`config.mk`:
```
export PLATFORM = sky130hd
export DESIGN_NAME = tanh_arbiter
export DESIGN_NICKNAME = d
export VERILOG_FILES = /design/src/rtl/tanh_arbiter.sv
export SDC_FILE = /design/constraint.sdc
export NUM_CORES = 1
export LEC_CHECK = 0
export ABC_AREA = 1
export BUFFER_PORTS_ARGS = -buffer_cell sky130_fd_sc_hd__buf_2
export CAP_MARGIN = 10
export CORE_UTILIZATION = 49
export CTS_BUF_LIST = sky130_fd_sc_hd__clkbuf_4 sky130_fd_sc_hd__clkbuf_8 sky130_fd_sc_hd__clkbuf_16
export DETAILED_ROUTE_END_ITERATION = 8
export PLACE_DENSITY = 0.91
export SLEW_MARGIN = 15
export SYNTH_ARGS = -nofsm -noshare
export SYNTH_HDL_FRONTEND = slang
export SYNTH_SLANG_ARGS = --single-unit
```
`constraint.sdc`:
```
create_clock -name clock -period 7.7 [get_ports clock]
set_input_delay 1.155 -clock clock [delete_from_list [all_inputs] [get_ports clock]]
set_output_delay 1.155 -clock clock [all_outputs]
set_load 0.02 [all_outputs]
```
`src/rtl/tanh_arbiter.sv`:
```
// Round-robin share of one fixed-latency tanh unit among NUM_REQ requesters; tags track in-flight samples.
// Latency grant->resp_valid = TANH_LATENCY+1 cycles; req_ready is the only backpressure, responses cannot stall.
module tanh_arbiter #(
   parameter int NUM_REQ      = 4,
   parameter int DATA_IN_W    = 16,
   parameter int DATA_OUT_W   = 8,
   parameter int TANH_LATENCY = 5
) (
   input  logic                                clock,
   input  logic                                reset,
   input  logic                                enable,
   input  logic [NUM_REQ-1:0]                  req_valid,
   input  logic [NUM_REQ*DATA_IN_W-1:0]        req_data,
   output logic [NUM_REQ-1:0]                  req_ready,
   output logic [DATA_IN_W-1:0]                tanh_in_data,
   input  logic [DATA_OUT_W-1:0]               tanh_out_data,
   output logic [NUM_REQ-1:0]                  resp_valid,
   output logic [DATA_OUT_W-1:0]               resp_data,
   output logic [$clog2(TANH_LATENCY+2)-1:0]   inflight_count,
   output logic                                busy
);

   localparam int ID_W   = $clog2(NUM_REQ);
   localparam int CNT_W  = $clog2(TANH_LATENCY+2);
   localparam int STAGES = TANH_LATENCY + 1;

   logic [ID_W-1:0]      last_grant;
   logic [ID_W-1:0]      cand;
   logic [ID_W-1:0]      gnt_id;
   logic                 grant;
   logic [DATA_IN_W-1:0] sel_data;
   logic [STAGES-1:0]    stg_vld;
   logic [ID_W-1:0]      stg_id [STAGES];
   logic                 retire;
   logic [ID_W-1:0]      ret_id;

   // Search starts just past the last winner so every requester gets a turn.
   always_comb begin
      grant  = 1'b0;
      gnt_id = '0;
      cand   = '0;
      for (int k = 1; k <= NUM_REQ; k++) begin
         cand = ID_W'((int'(last_grant) + k) % NUM_REQ);
         if (!grant && req_valid[cand]) begin
            grant  = 1'b1;
            gnt_id = cand;
         end
      end
      if (!enable || !reset) begin
         grant = 1'b0;
      end
      req_ready = grant ? (NUM_REQ'(1) << gnt_id) : '0;
   end

   assign sel_data = req_data[int'(gnt_id)*DATA_IN_W +: DATA_IN_W];

   assign retire     = stg_vld[STAGES-1];
   assign ret_id     = stg_id[STAGES-1];
   assign resp_valid = retire ? (NUM_REQ'(1) << ret_id) : '0;
   assign resp_data  = retire ? tanh_out_data : '0;
   assign busy       = (inflight_count != '0);

   always_ff @(posedge clock or negedge reset) begin
      if (!reset) begin
         last_grant     <= ID_W'(NUM_REQ-1);
         tanh_in_data   <= '0;
         stg_vld        <= '0;
         stg_id         <= '{default: '0};
         inflight_count <= '0;
      end else begin
         if (grant) begin
            last_grant <= gnt_id;
         end
         tanh_in_data <= grant ? sel_data : '0;
         stg_vld      <= {stg_vld[STAGES-2:0], grant};
         stg_id[0]    <= gnt_id;
         for (int k = 1; k < STAGES; k++) begin
            stg_id[k] <= stg_id[k-1];
         end
         // Bounded by the pipe depth: at most STAGES grants can be outstanding.
         case ({grant, retire})
            2'b10:   inflight_count <= inflight_count + CNT_W'(1);
            2'b01:   inflight_count <= inflight_count - CNT_W'(1);
            default: inflight_count <= inflight_count;
         endcase
      end
   end

endmodule
```
After elaboration in Yosys (flattened, before gate mapping)
Index checks and enable logic that the tools add are counted.
{"block": "op_classes", "add_sub_neg": 6, "n_mul": 0, "div_mod_pow": 0, "order_cmp": 4, "eq_ne": 2, "shifts": 3, "n_mux": 22, "bitwise_logic": 0, "n_reduce_logical": 11}
{"cell": "64-bit by 7-bit variable part select with 16-bit output", "n": 1}
{"cell": "16-bit 2-to-1 mux", "n": 1}
{"cell": "2-bit by 3-bit < comparator with 1-bit output (second input constant)", "n": 4}
{"cell": "1-bit 2-to-1 mux", "n": 9}
{"cell": "1-bit binary-select mux with 2-bit select", "n": 4}
{"cell": "2-bit 2-to-1 mux", "n": 4}
{"cell": "4-bit 2-to-1 mux", "n": 2}
{"cell": "8-bit 2-to-1 mux", "n": 1}
{"cell": "1-bit by 2-bit << shifter with 4-bit output (first input constant)", "n": 2}
{"cell": "3-bit case mux with 2 select lines", "n": 1}
{"cell": "1-bit logical NOT", "n": 5}
{"cell": "2-bit by 1-bit adder with 2-bit output (second input constant)", "n": 2}
{"cell": "2-bit adder (second input constant)", "n": 2}
{"cell": "3-bit by 1-bit adder with 3-bit output (second input constant)", "n": 1}
{"cell": "1-bit logical AND", "n": 3}
{"cell": "3-bit nonzero test", "n": 1}
{"cell": "3-bit by 1-bit subtractor with 3-bit output (second input constant)", "n": 1}
{"cell": "2-bit by 1-bit equality test with 1-bit output (second input constant)", "n": 1}
{"cell": "2-bit equality test (second input constant)", "n": 1}
{"cell": "2-bit nonzero test", "n": 1}
{"cell": "1-bit logical OR", "n": 1}
{"block": "word_totals", "ff_bits": 39, "latch_bits": 0, "mem_bits_rw": 0, "rom_bits": 0, "in_bits": 79, "wordCells": 58, "memories": 0}

Longest topological paths before layout
Gate-level depths: netlist (run 1).
{"block": "depth", "depth_word": 16, "ltp_mapped": 17, "ltp_nobuf": 15}

Worst setup path before layout (run 1)
OpenSTA, ideal clock, no wires.
{"block": "synth_path", "kind": "input to output", "startpoint": "input req_valid[3]", "endpoint": "output req_ready[3]", "t_arrival_ns": 2.435, "required_time_ns": 6.545, "slack_ns": 4.110, "path_stages": 10, "n_path_buf": 1, "cell_sequence": "nand2_1 nand2_1 o21ai_0 nand3b_1 or2_1 nand2_4 inv_2 buf_6 nand2_2 a21oi_1"}
{"block": "synth_between", "elab_chain_len": 14}
{"element": "from (decl)", "line_no": "12", "text": "input logic [NUM_REQ-1:0] req_valid,"}
{"element": "1-bit binary-select mux with 2-bit select", "line_no": "44", "text": "if (!grant && req_valid[cand]) begin"}
{"element": "1-bit 2-to-1 mux (implied by the code)", "line_no": "44"}
{"element": "1-bit 2-to-1 mux", "line_no": "44"}
{"element": "1-bit logical NOT", "line_no": "44"}
{"element": "1-bit logical AND", "line_no": "44"}
{"element": "1-bit 2-to-1 mux", "line_no": "44"}
{"element": "1-bit logical NOT", "line_no": "44"}
{"element": "1-bit logical AND", "line_no": "44"}
{"element": "1-bit 2-to-1 mux", "line_no": "44"}
{"element": "1-bit logical NOT", "line_no": "44"}
{"element": "1-bit logical AND", "line_no": "44"}
{"element": "2-bit 2-to-1 mux or 1-bit 2-to-1 mux (tied branches)", "line_no": "44"}
{"element": "1-bit by 2-bit << shifter with 4-bit output or 1-bit 2-to-1 mux (tied branches)", "line_no": "52, 49"}
{"element": "4-bit 2-to-1 mux *", "line_no": "52", "text": "req_ready = grant ? (NUM_REQ'(1) << gnt_id) : '0;"}
{"element": "to (decl)", "line_no": "14", "text": "output logic [NUM_REQ-1:0] req_ready,"}
Mark *: on every way between the ends. The rest lies on a longest branch, timed or not. The select of a mux whose other input is x is not followed.

Worst setup path in the final report (run 1)
{"block": "layout_path", "startpoint": "input reset", "endpoint": "output req_ready[1]"}
{"block": "layout_between", "elab_chain_len": 4}
{"element": "from (decl)", "line_no": "10", "text": "input logic reset,"}
{"element": "1-bit logical NOT (no source line)"}
{"element": "1-bit logical OR", "line_no": "49", "text": "if (!enable || !reset) begin"}
{"element": "1-bit 2-to-1 mux", "line_no": "49"}
{"element": "via grant", "line_no": "30", "text": "logic grant;"}
{"element": "4-bit 2-to-1 mux", "line_no": "52"}
The timed path passes the listed nets, and every way through them passes these cells.

==> flow_metrics.py, run 1 <==
metrics = {
    "layout": {
        "layout-drive-gt1-share_pct": 37.7,
        "n_antenna_cell": 0,
        "fin_area_um2": 2890,
        "nets": 488,
        "most-common-layout-cells": "nand2_1, buf_2, nand3_1",
        "layout_commonest_cell": "nand2_1",
        "areaGrowthSynthToFinish_pct": 27.0,
    },
    "floorplan": {
        "start_util_pct": 51.5,
        "die_x_um": 70.1,
        "die-height_um": 70.1,
        "fp.dieArea_um2": 4920,
        "core_region_area_um2": 4410,
        "ios": 115,
        "row_count": 24,
    },
    "worst_setup_path": {
        "critical_path_required_ps": 6550,
        "r2r_start": "last_grant[0]",
        "cp-end-kind": "output port",
        "critPathArrivalTime_ps": 3230,
        "r2r_end": "inflight_count[2]",
        "r2r_cells": 13,
        "r2r_slack_ps": 4830,
        "crit_path_start_kind": "input pin",
        "crit_type": "input pin to output port",
        "worstPathMaxFanout": 40,
    },
    "timing": {
        "max_freq_mhz": 228,
        "finalCritPeriodShare_pct": 56.9,
        "setup-violations-final": 0,
        "slew_violations": 0,
        "rsz0062_at_grt": "no",
        "fin_setup_tns_ps": 0,
        "skew_ps": 2.65,
        "final.min_clock_period_ps": 4380,
        "final-hold-violation-count": 0,
        "maxSlewHeadroom_pct": 43.9,
        "worst_slew_pin_slew_ps": 841,
    },
    "worst_hold_path": {
        "whs_endpoint": "ret_id[1]",
        "hold_depth": 0,
        "hold_class": "flop to flop",
        "min_from": "stg_id[3]",
    },
    "grt": {
        "antenna_found_initial": 0,
        "overflow": 0,
        "grt_use_total_pct": 22.8,
        "grt_pass1_wl_um": 8780,
        "grt_pass1_vias": 1998,
        "grt_max_degree": 41,
    },
    "synth": {
        "yosys.area_share.simple_pct": 39.0,
        "synth_ff_type": "dfrtp_1",
        "syn-num-nets": 382,
        "synthArstFlopShare_pct": 100,
        "synth-seq-cells": 39,
        "synth_area_per_cell_um2": 7.56,
        "synth_compound_area_share_pct": 6.27,
        "synth_area_um2": 2270,
        "yosysSeqAreaShare_pct": 43.0,
        "synth.distinct_cells": 30,
        "synthAdderAreaFrac_pct": 1.43,
        "yosys_warnings": 0,
        "synth_edf_count": 0,
        "muxShareOfSynthArea_pct": 0,
        "synth_top_family_by_area": "simple AND/OR/NAND/NOR gates",
        "synth_xor_area_share_pct": 0.770,
        "synthCells": 301,
    },
    "routing": {
        "drtIter0Drc": 105,
        "avgRoutedWirePerCell_um": 11.3,
        "finalWirelength_um": 5200,
        "dr_total_vias": 2286,
        "dr.pass1.iters": 4,
        "ant_nets": 0,
        "route.detailed.drc": 0,
        "vias_per_cell": 4.97,
    },
    "pwr": {
        "clkPwrFrac_pct": 10.6,
        "pwr-share-comb_pct": 65.6,
        "p_int_mw": 0.663,
        "powerDensity_nw_per_um2": 489,
        "switchingPower_mw": 0.751,
        "power_mw": 1.41,
        "p_leak_nw": 1.74,
        "p_sw_share_pct": 53.1,
        "seqPwrFrac_pct": 23.9,
        "peakVddDrop_mv": 0.263,
    },
    "cts": {
        "cts.sinks": 39,
        "root_buffer": "clkbuf_8",
        "numCtsBuffers": 5,
        "post-cts-setup-buffer-count": 0,
        "h-tree-depth": 2,
        "postCtsHoldBufs": 0,
        "clock_path_buffers": 2,
        "cts.repair.resized": 0,
        "clock_latency_ps": 280,
        "path_clk_slew_ps": 70,
        "cts_tree": "yes",
    },
    "placed_design": {
        "dp_hpwl_um": 3890,
        "port_buffers": 114,
        "placed_area_um2": 2790,
        "gp_congestion": 0.791,
    },
    "run_status": {
        "status": "complete, no violations",
    },
    "run": {
        "cap_violations": 0,
    },
}
## power groups by stage
stage                     registers, mW  clock network (mW)  logic, mW
final                             0.337               0.150      0.927
after global routing              0.348               0.162       1.05
after CTS                         0.338               0.154      0.937
after detailed placement          0.342                   0      0.932
after global placement            0.337                   0      0.910
after floorplan                   0.389                   0      0.776
## cell usage after synthesis (2+ instances only)
| cell | n | area share, % |
|---|---|---|
| a21oi_1 | 7 | 1.5 |
| nand2_4 | 2 | 0.99 |
| nand3_1 | 39 | 8.6 |
| dfstp_2 | 2 | 2.3 |
| nor3_1 | 4 | 0.88 |
| nand3_2 | 2 | 0.88 |
| dfrtp_1 | 37 | 41 |
| nand2_2 | 8 | 2.2 |
| buf_2 | 4 | 0.88 |
| nand2_1 | 134 | 22 |
| inv_2 | 3 | 0.50 |
| buf_6 | 7 | 3.5 |
| inv_1 | 19 | 3.1 |
| nor2_1 | 4 | 0.66 |
| o21ai_0 | 3 | 0.66 |
| a21oi_2 | 10 | 3.9 |
| buf_4 | 3 | 0.99 |
## layer usage
metal | track usage [%] | share of wire, % | vias up
li1 | - | - | 1149
met1 | 27.7 | 42 | 1028
met2 | 39.5 | 49 | 102
met3 | 5.77 | 7.2 | 7
met4 | 7.33 | 1.4 | 0
met5 | 0 | 0 | -
## stage by stage
step / util (%) / hold WS [ps] / worst slack [ps] / std cells
floorplan: - / 331 / 4110 / 301
global placement: 63.1 / 331 / 3330 / 452
detailed placement: 63.1 / 335 / 3250 / 452
CTS: 65.4 / 349 / 3210 / 460
global route: 65.4 / 354 / 2970 / 460
finish: 65.4 / 350 / 3320 / 460
## area by class of cell
class	instances	area, um^2
fillers	371	1530
clock buffers	8	104
well taps	52	65.1
multi-input cells	224	1080
repair buffers	114	571
inverters	23	91.3
flip-flops and latches	39	978
## state kept, by name (all words and copies together), names as in the netlist
name / count
tanh_in_data: 16
inflight_count: 3
stg_vld: 6
last_grant: 2
stg_id: 10
ret_id: 2
## critical path, stage by stage
cell and delay [ps]:
buf_2 640, nand3_2 620, inv_1 350, nand2_1 130, nor2_1 130, buf_2 180
## cells by family after synthesis
family / Yosys count
AOI/OAI and AO/OA: 21
and+or+nand+nor: 199
adders and majority gates: 2
xor gates and xnor gates: 2
buffers and inverters: 38
DFF: 39
## worst max-delay path by stage
| stage | startpoint | end | slack, ps | cells after the start |
|---|---|---|---|---|
| floorplan | req_valid[3] | req_ready[3] | 4110 | 10 |
| global placement | reset | req_ready[3] | 3330 | 6 |
| detailed placement | reset | req_ready[3] | 3250 | 6 |
| CTS | reset | req_ready[1] | 3210 | 6 |
| global route | reset | req_ready[1] | 2970 | 6 |
| finish | reset | req_ready[1] | 3320 | 6 |
Note: power is estimated with default switching activity, not from simulation.
==> run 2: changes to the inputs <==
ABC_AREA = 0   (was 1)
CORE_UTILIZATION = 42   (was 49)
PLACE_DENSITY = 0.85   (was 0.91)
clock period = 4.44 ns   (was 7.7 ns; I/O delays follow)
==> run 2 against run 1 <==
Effect of this change:
- global-route usage fell by 5.6 points
- total power down 25%
- final cell count shrank 32%
- highest routed layer unchanged
==> flow_metrics.py, run 2 <==
metrics = {
    "cts": {
        "postCtsHoldBufs": 0,
        "clock_latency_ps": 280,
        "cts_tree": "yes",
        "numCtsBuffers": 5,
        "post-cts-setup-buffer-count": 0,
        "cts.sinks": 39,
        "cts.repair.resized": 0,
        "path_clk_slew_ps": 70,
        "h-tree-depth": 2,
        "root_buffer": "clkbuf_8",
        "clock_path_buffers": 2,
    },
    "worst_setup_path": {
        "r2r_slack_ps": 2080,
        "crit_type": "input pin to output port",
        "cp_slowest_cell": "o21ai_4",
        "timing.critical_path.cells": "buf_2, nand2b_1, a21boi_1, o21ai_4, nor2b_1, buf_2",
        "crit_path_start_kind": "input pin",
        "r2r_start": "last_grant[1]",
        "cp-end-kind": "output port",
        "worstPathMaxFanout": 24,
        "cpMostUsedCell": "buf_2",
        "worst_path_largest_cell_delay_ps": 690,
        "r2r_cells": 6,
        "critical_path_required_ps": 3770,
        "r2r_end": "tanh_in_data[2]",
        "critPathArrivalTime_ps": 2160,
    },
    "timing": {
        "rsz0062_at_grt": "no",
        "final-hold-violation-count": 0,
        "worst_slew_pin_slew_ps": 886,
        "final.min_clock_period_ps": 2820,
        "slew_violations": 0,
        "skew_ps": 4.09,
        "maxSlewHeadroom_pct": 40.7,
        "finalCritPeriodShare_pct": 63.6,
        "max_freq_mhz": 354,
        "fin_setup_tns_ps": 0,
        "setup-violations-final": 0,
    },
    "synth": {
        "yosys_warnings": 0,
        "yosysSeqAreaShare_pct": 54.4,
        "synth_ff_type": "dfrtp_1",
        "synth_area_um2": 1800,
        "synth.distinct_cells": 33,
        "synthArstFlopShare_pct": 100,
        "yosysTopAreaCell": "dfrtp_1",
        "synth.area.top_cells": "dfrtp_1, mux2i_1, o22ai_1",
        "synth_area_per_cell_um2": 12.5,
        "syn-num-nets": 225,
        "yosysMostFrequentCell": "dfrtp_1",
        "synth_edf_count": 0,
        "synth_top_area_share_pct": 51.5,
        "yosys-top-cells-count": "dfrtp_1, mux2i_1, o22ai_1",
        "synth-seq-cells": 39,
        "synthCells": 144,
    },
    "layout": {
        "layout_commonest_cell": "buf_2",
        "largestRegisters": "tanh_in_data: 16 flops, stg_id: 10 flops, stg_vld: 6 flops",
        "nets": 341,
        "layout-drive-gt1-share_pct": 50.6,
        "n_antenna_cell": 0,
        "areaGrowthSynthToFinish_pct": 39.0,
        "top_register": "tanh_in_data",
        "largest_register_ffs": 16,
        "most-common-layout-cells": "buf_2, dfrtp_1, mux2i_1",
    },
    "floorplan": {
        "row_count": 23,
        "ios": 115,
        "core_region_area_um2": 4060,
        "die-height_um": 67.5,
        "fp.dieArea_um2": 4550,
        "start_util_pct": 44.3,
        "die_x_um": 67.5,
    },
    "pwr": {
        "clkPwrFrac_pct": 27.7,
        "p_sw_share_pct": 30.3,
        "switchingPower_mw": 0.322,
        "p_leak_nw": 1.44,
        "powerDensity_nw_per_um2": 425,
        "power_mw": 1.06,
        "seqPwrFrac_pct": 42.4,
        "p_int_mw": 0.741,
        "peakVddDrop_mv": 0.216,
        "pwr-share-comb_pct": 29.9,
    },
    "routing": {
        "route.detailed.drc": 0,
        "vias_per_cell": 4.80,
        "finalWirelength_um": 3740,
        "ant_nets": 0,
        "drtIter0Drc": 43,
        "avgRoutedWirePerCell_um": 12.0,
        "dr.pass1.iters": 4,
        "dr_total_vias": 1492,
    },
    "placed_design": {
        "port_buffers": 114,
        "gp_congestion": 0.769,
        "dp_hpwl_um": 2920,
    },
    "run": {
        "cap_violations": 0,
    },
    "grt": {
        "grt_use_total_pct": 17.2,
        "grt_pass1_wl_um": 5580,
        "overflow": 0,
        "grt_pass1_vias": 1282,
        "antenna_found_initial": 0,
        "grt_max_degree": 29,
    },
    "worst_hold_path": {
        "hold_class": "input pin to asynchronous set/reset pin",
    },
    "run_status": {
        "status": "complete, no violations",
    },
}
run 2: cell families after synthesis:
group	share of synthesized area, %
AO/OA/AOI/OAI	8.69
XOR/XNOR	1.46
adder cells (fa/ha/maj)	1.81
buffers and inverters	5.01
flip-flops	54.4
multiplexers	18.9
AND/OR/NAND/NOR	9.74
run 2: layer usage:
layer	part of all wire, %	routed length, um	track usage [%]	vias to the layer above
li1	-	-	-	739
met2	50	1860	29.1	86
met3	8.5	318	5.91	4
met4	1.1	41	7.71	0
met5	0	0	0	-
met1	41	1520	19.6	663
run 2: how the worst max path moves through the flow:
stage	from	endpoint	slack (ps)	cells after the start
floorplan	req_valid[2]	req_ready[1]	2050	6
global placement	req_valid[2]	req_ready[3]	1620	6
detailed placement	req_valid[2]	req_ready[3]	1610	6
CTS	last_grant[1]	req_ready[1]	1590	5
global route	reset	req_ready[3]	1490	5
finish	req_valid[2]	req_ready[1]	1620	6
run 2: final cells by class:
class	instances	area, um^2
inverters	5	18.8
multi-input cells	93	738
repair buffers	116	586
flip-flops and latches	39	978
fillers	310	1560
clock buffers	6	82.6
well taps	50	62.6
clock inverters	2	35.0
run 2: power groups by stage:
stage	logic [mW]	registers, mW	clock network [mW]
final	0.317	0.451	0.295
after CTS	0.321	0.453	0.308
after global placement	0.316	0.454	0
after detailed placement	0.320	0.459	0
after floorplan	0.196	0.489	0
after global routing	0.349	0.459	0.318
run 2: per-stage QoR:
step / util [%] / cell area [um^2] / std cells / setup slack, ps / hold slack (ps)
2_1_floorplan: - / 1800 / 144 / 2050 / 331
3_3_place_gp: 58.7 / 2380 / 303 / 1620 / 333
3_5_place_dp: 58.7 / 2380 / 303 / 1610 / 336
4_1_cts: 61.6 / 2500 / 311 / 1590 / 252
5_1_grt: 61.6 / 2500 / 311 / 1490 / 265
6_report: 61.6 / 2500 / 311 / 1620 / 256
run 2: critical path, delay by kind of cell:
family / cells / cell delay, ps
AND/OR/NAND/NOR: 2 / 350
buffers and inverters: 2 / 280
AO/OA/AOI/OAI: 2 / 840
==> run 3: changes to the inputs <==
CORE_UTILIZATION = 38   (was 42)
PLACE_DENSITY = 0.82   (was 0.85)
clock period = 2.46 ns   (was 4.44 ns; I/O delays follow)
==> run 3 against run 2 <==
Effect of this change:
- clock skew up 3.8 ps
- critical path depth unchanged
- count of clock-buffer cells in the layout down 1
- hold slack worse by 180 ps
- the run now ends with design-rule violations left
- via count up 1.5%
- sequential power up 81%
- cell area up 2.1%
- utilization down 4.2 points
==> flow_metrics.py, run 3 (synthesized netlist as in run 2, its figures left out) <==
metrics = {
    "timing": {
        "fin_setup_tns_ps": 0,
        "setup_slack_ps": 156,
        "final-hold-violation-count": 0,
        "slew_violations": 0,
        "finalCritPeriodShare_pct": 93.7,
        "skew_ps": 7.89,
        "setup-violations-final": 0,
        "max_freq_mhz": 434,
        "final.min_clock_period_ps": 2300,
        "maxSlewHeadroom_pct": 68.7,
        "worst_slew_pin_slew_ps": 467,
        "rsz0062_at_grt": "no",
    },
    "routing": {
        "ant_nets": 0,
        "route.detailed.drc": 12,
        "dr_total_vias": 1514,
        "avgRoutedWirePerCell_um": 12.6,
        "vias_per_cell": 4.81,
        "drtIter0Drc": 61,
        "dr.pass1.iters": 6,
        "finalWirelength_um": 3970,
    },
    "cts": {
        "numCtsBuffers": 5,
        "clock_path_buffers": 2,
        "root_buffer": "clkbuf_8",
        "cts.repair.resized": 0,
        "clock_latency_ps": 290,
        "post-cts-setup-buffer-count": 0,
        "h-tree-depth": 2,
        "cts_tree": "yes",
        "cts.sinks": 39,
        "path_clk_slew_ps": 80,
        "postCtsHoldBufs": 0,
    },
    "worst_setup_path": {
        "worstPathMaxFanout": 19,
        "r2r_slack_ps": 500,
        "crit_path_start_kind": "flop",
        "cp-end-kind": "output port",
        "r2r_start": "last_grant[1]",
        "crit_type": "flop to output port",
        "r2r_cells": 6,
        "r2r_end": "tanh_in_data[6]",
        "critPathArrivalTime_ps": 1930,
        "critical_path_required_ps": 2090,
        "crit_path_start": "last_grant[1]",
    },
    "layout": {
        "fin_cells": 315,
        "largest_register_ffs": 16,
        "most-common-layout-cells": "buf_2, dfrtp_1, mux2i_1",
        "nets": 343,
        "regArea_um2": 978,
        "n_antenna_cell": 0,
        "top_register": "tanh_in_data",
        "multi_input_area_um2": 738,
        "layout-drive-gt1-share_pct": 51.0,
        "largestRegisters": "tanh_in_data: 16 flops, stg_id: 10 flops, stg_vld: 6 flops",
        "areaGrowthSynthToFinish_pct": 41.9,
        "layout_commonest_cell": "buf_2",
        "fillerInstances": 368,
    },
    "placed_design": {
        "dp_hpwl_um": 3180,
        "post-place-cells": 307,
        "gp_congestion": 0.749,
        "post-place-ws_ps": 330,
        "port_buffers": 114,
    },
    "pwr": {
        "p_leak_nw": 1.46,
        "peakVddDrop_mv": 0.451,
        "powerDensity_nw_per_um2": 803,
    },
    "floorplan": {
        "start_util_pct": 40.5,
        "die-height_um": 70.8,
        "die_x_um": 70.8,
        "core_region_area_um2": 4440,
        "row_count": 24,
        "ios": 115,
        "fp.dieArea_um2": 5010,
    },
    "worst_hold_path": {
        "hold_class": "input pin to asynchronous set/reset pin",
    },
    "grt": {
        "grt_pass1_vias": 1498,
        "grt_use_total_pct": 16.9,
        "overflow": 0,
        "grt_max_degree": 27,
        "antenna_found_initial": 0,
        "grt_pass1_wl_um": 6430,
    },
    "run": {
        "cap_violations": 0,
    },
    "run_status": {
        "status": "complete, but fails checks",
        "violations": "design-rule violations",
    },
}
## run 3: cell types whose count changed in the layout (fill, tap and decap cells not counted), sizes merged
cell	before	now
inv	5	6
clkinv	1	0
buf	116	118
bufinv	1	2
clkbuf	6	5
## run 3: layer usage
layer / track usage [%] / share of wire (%) / up-vias
met5: 0 / 0 / -
met1: 19.4 / 40 / 678
met2: 29.7 / 51 / 85
li1: - / - / 744
met3: 4.27 / 7.6 / 7
met4: 7.56 / 1.9 / 0
## run 3: worst max path at each step
stage / to / slack [ps]
2_1_floorplan: req_ready[0] / 550
3_3_place_gp: inflight_count[2] / 420
6_report: req_ready[2] / 160
5_1_grt: req_ready[2] / 10
4_1_cts: req_ready[3] / 150
3_5_place_dp: inflight_count[2] / 330
## run 3: stage by stage
stage          util [%]  instance area, um^2  power (mW)  hold WS, ps
2_1_floorplan         -                 1800        1.24         73.4
3_3_place_gp       54.3                 2410        1.40          331
3_5_place_dp       54.3                 2410        1.43          337
4_1_cts            57.5                 2550        2.08         75.2
5_1_grt            57.5                 2550        2.17         81.1
6_report           57.5                 2550        2.05         76.8
## run 3: layout make-up
type | count | area share [%]
tap | 52 | 2.55
clock inverter | 3 | 2.79
multi-input combinational | 93 | 28.9
inverter | 5 | 0.735
clock buffer | 5 | 2.69
timing repair buffer | 118 | 24.0
sequential | 39 | 38.3
## run 3: critical path, stage by stage, from the launching register on
cell	delay, ps
dfstp_2	580
and3b_1	180
a211oi_2	50
nor2_2	130
nand3_2	320
nor2_1	180
buf_2	190
## run 3: power by group
part	leakage (nW)	switching (mW)	internal, mW
combinational	0.901	0.325	0.264
clock	0.0703	0.234	0.411
sequential	0.489	0.0616	0.755
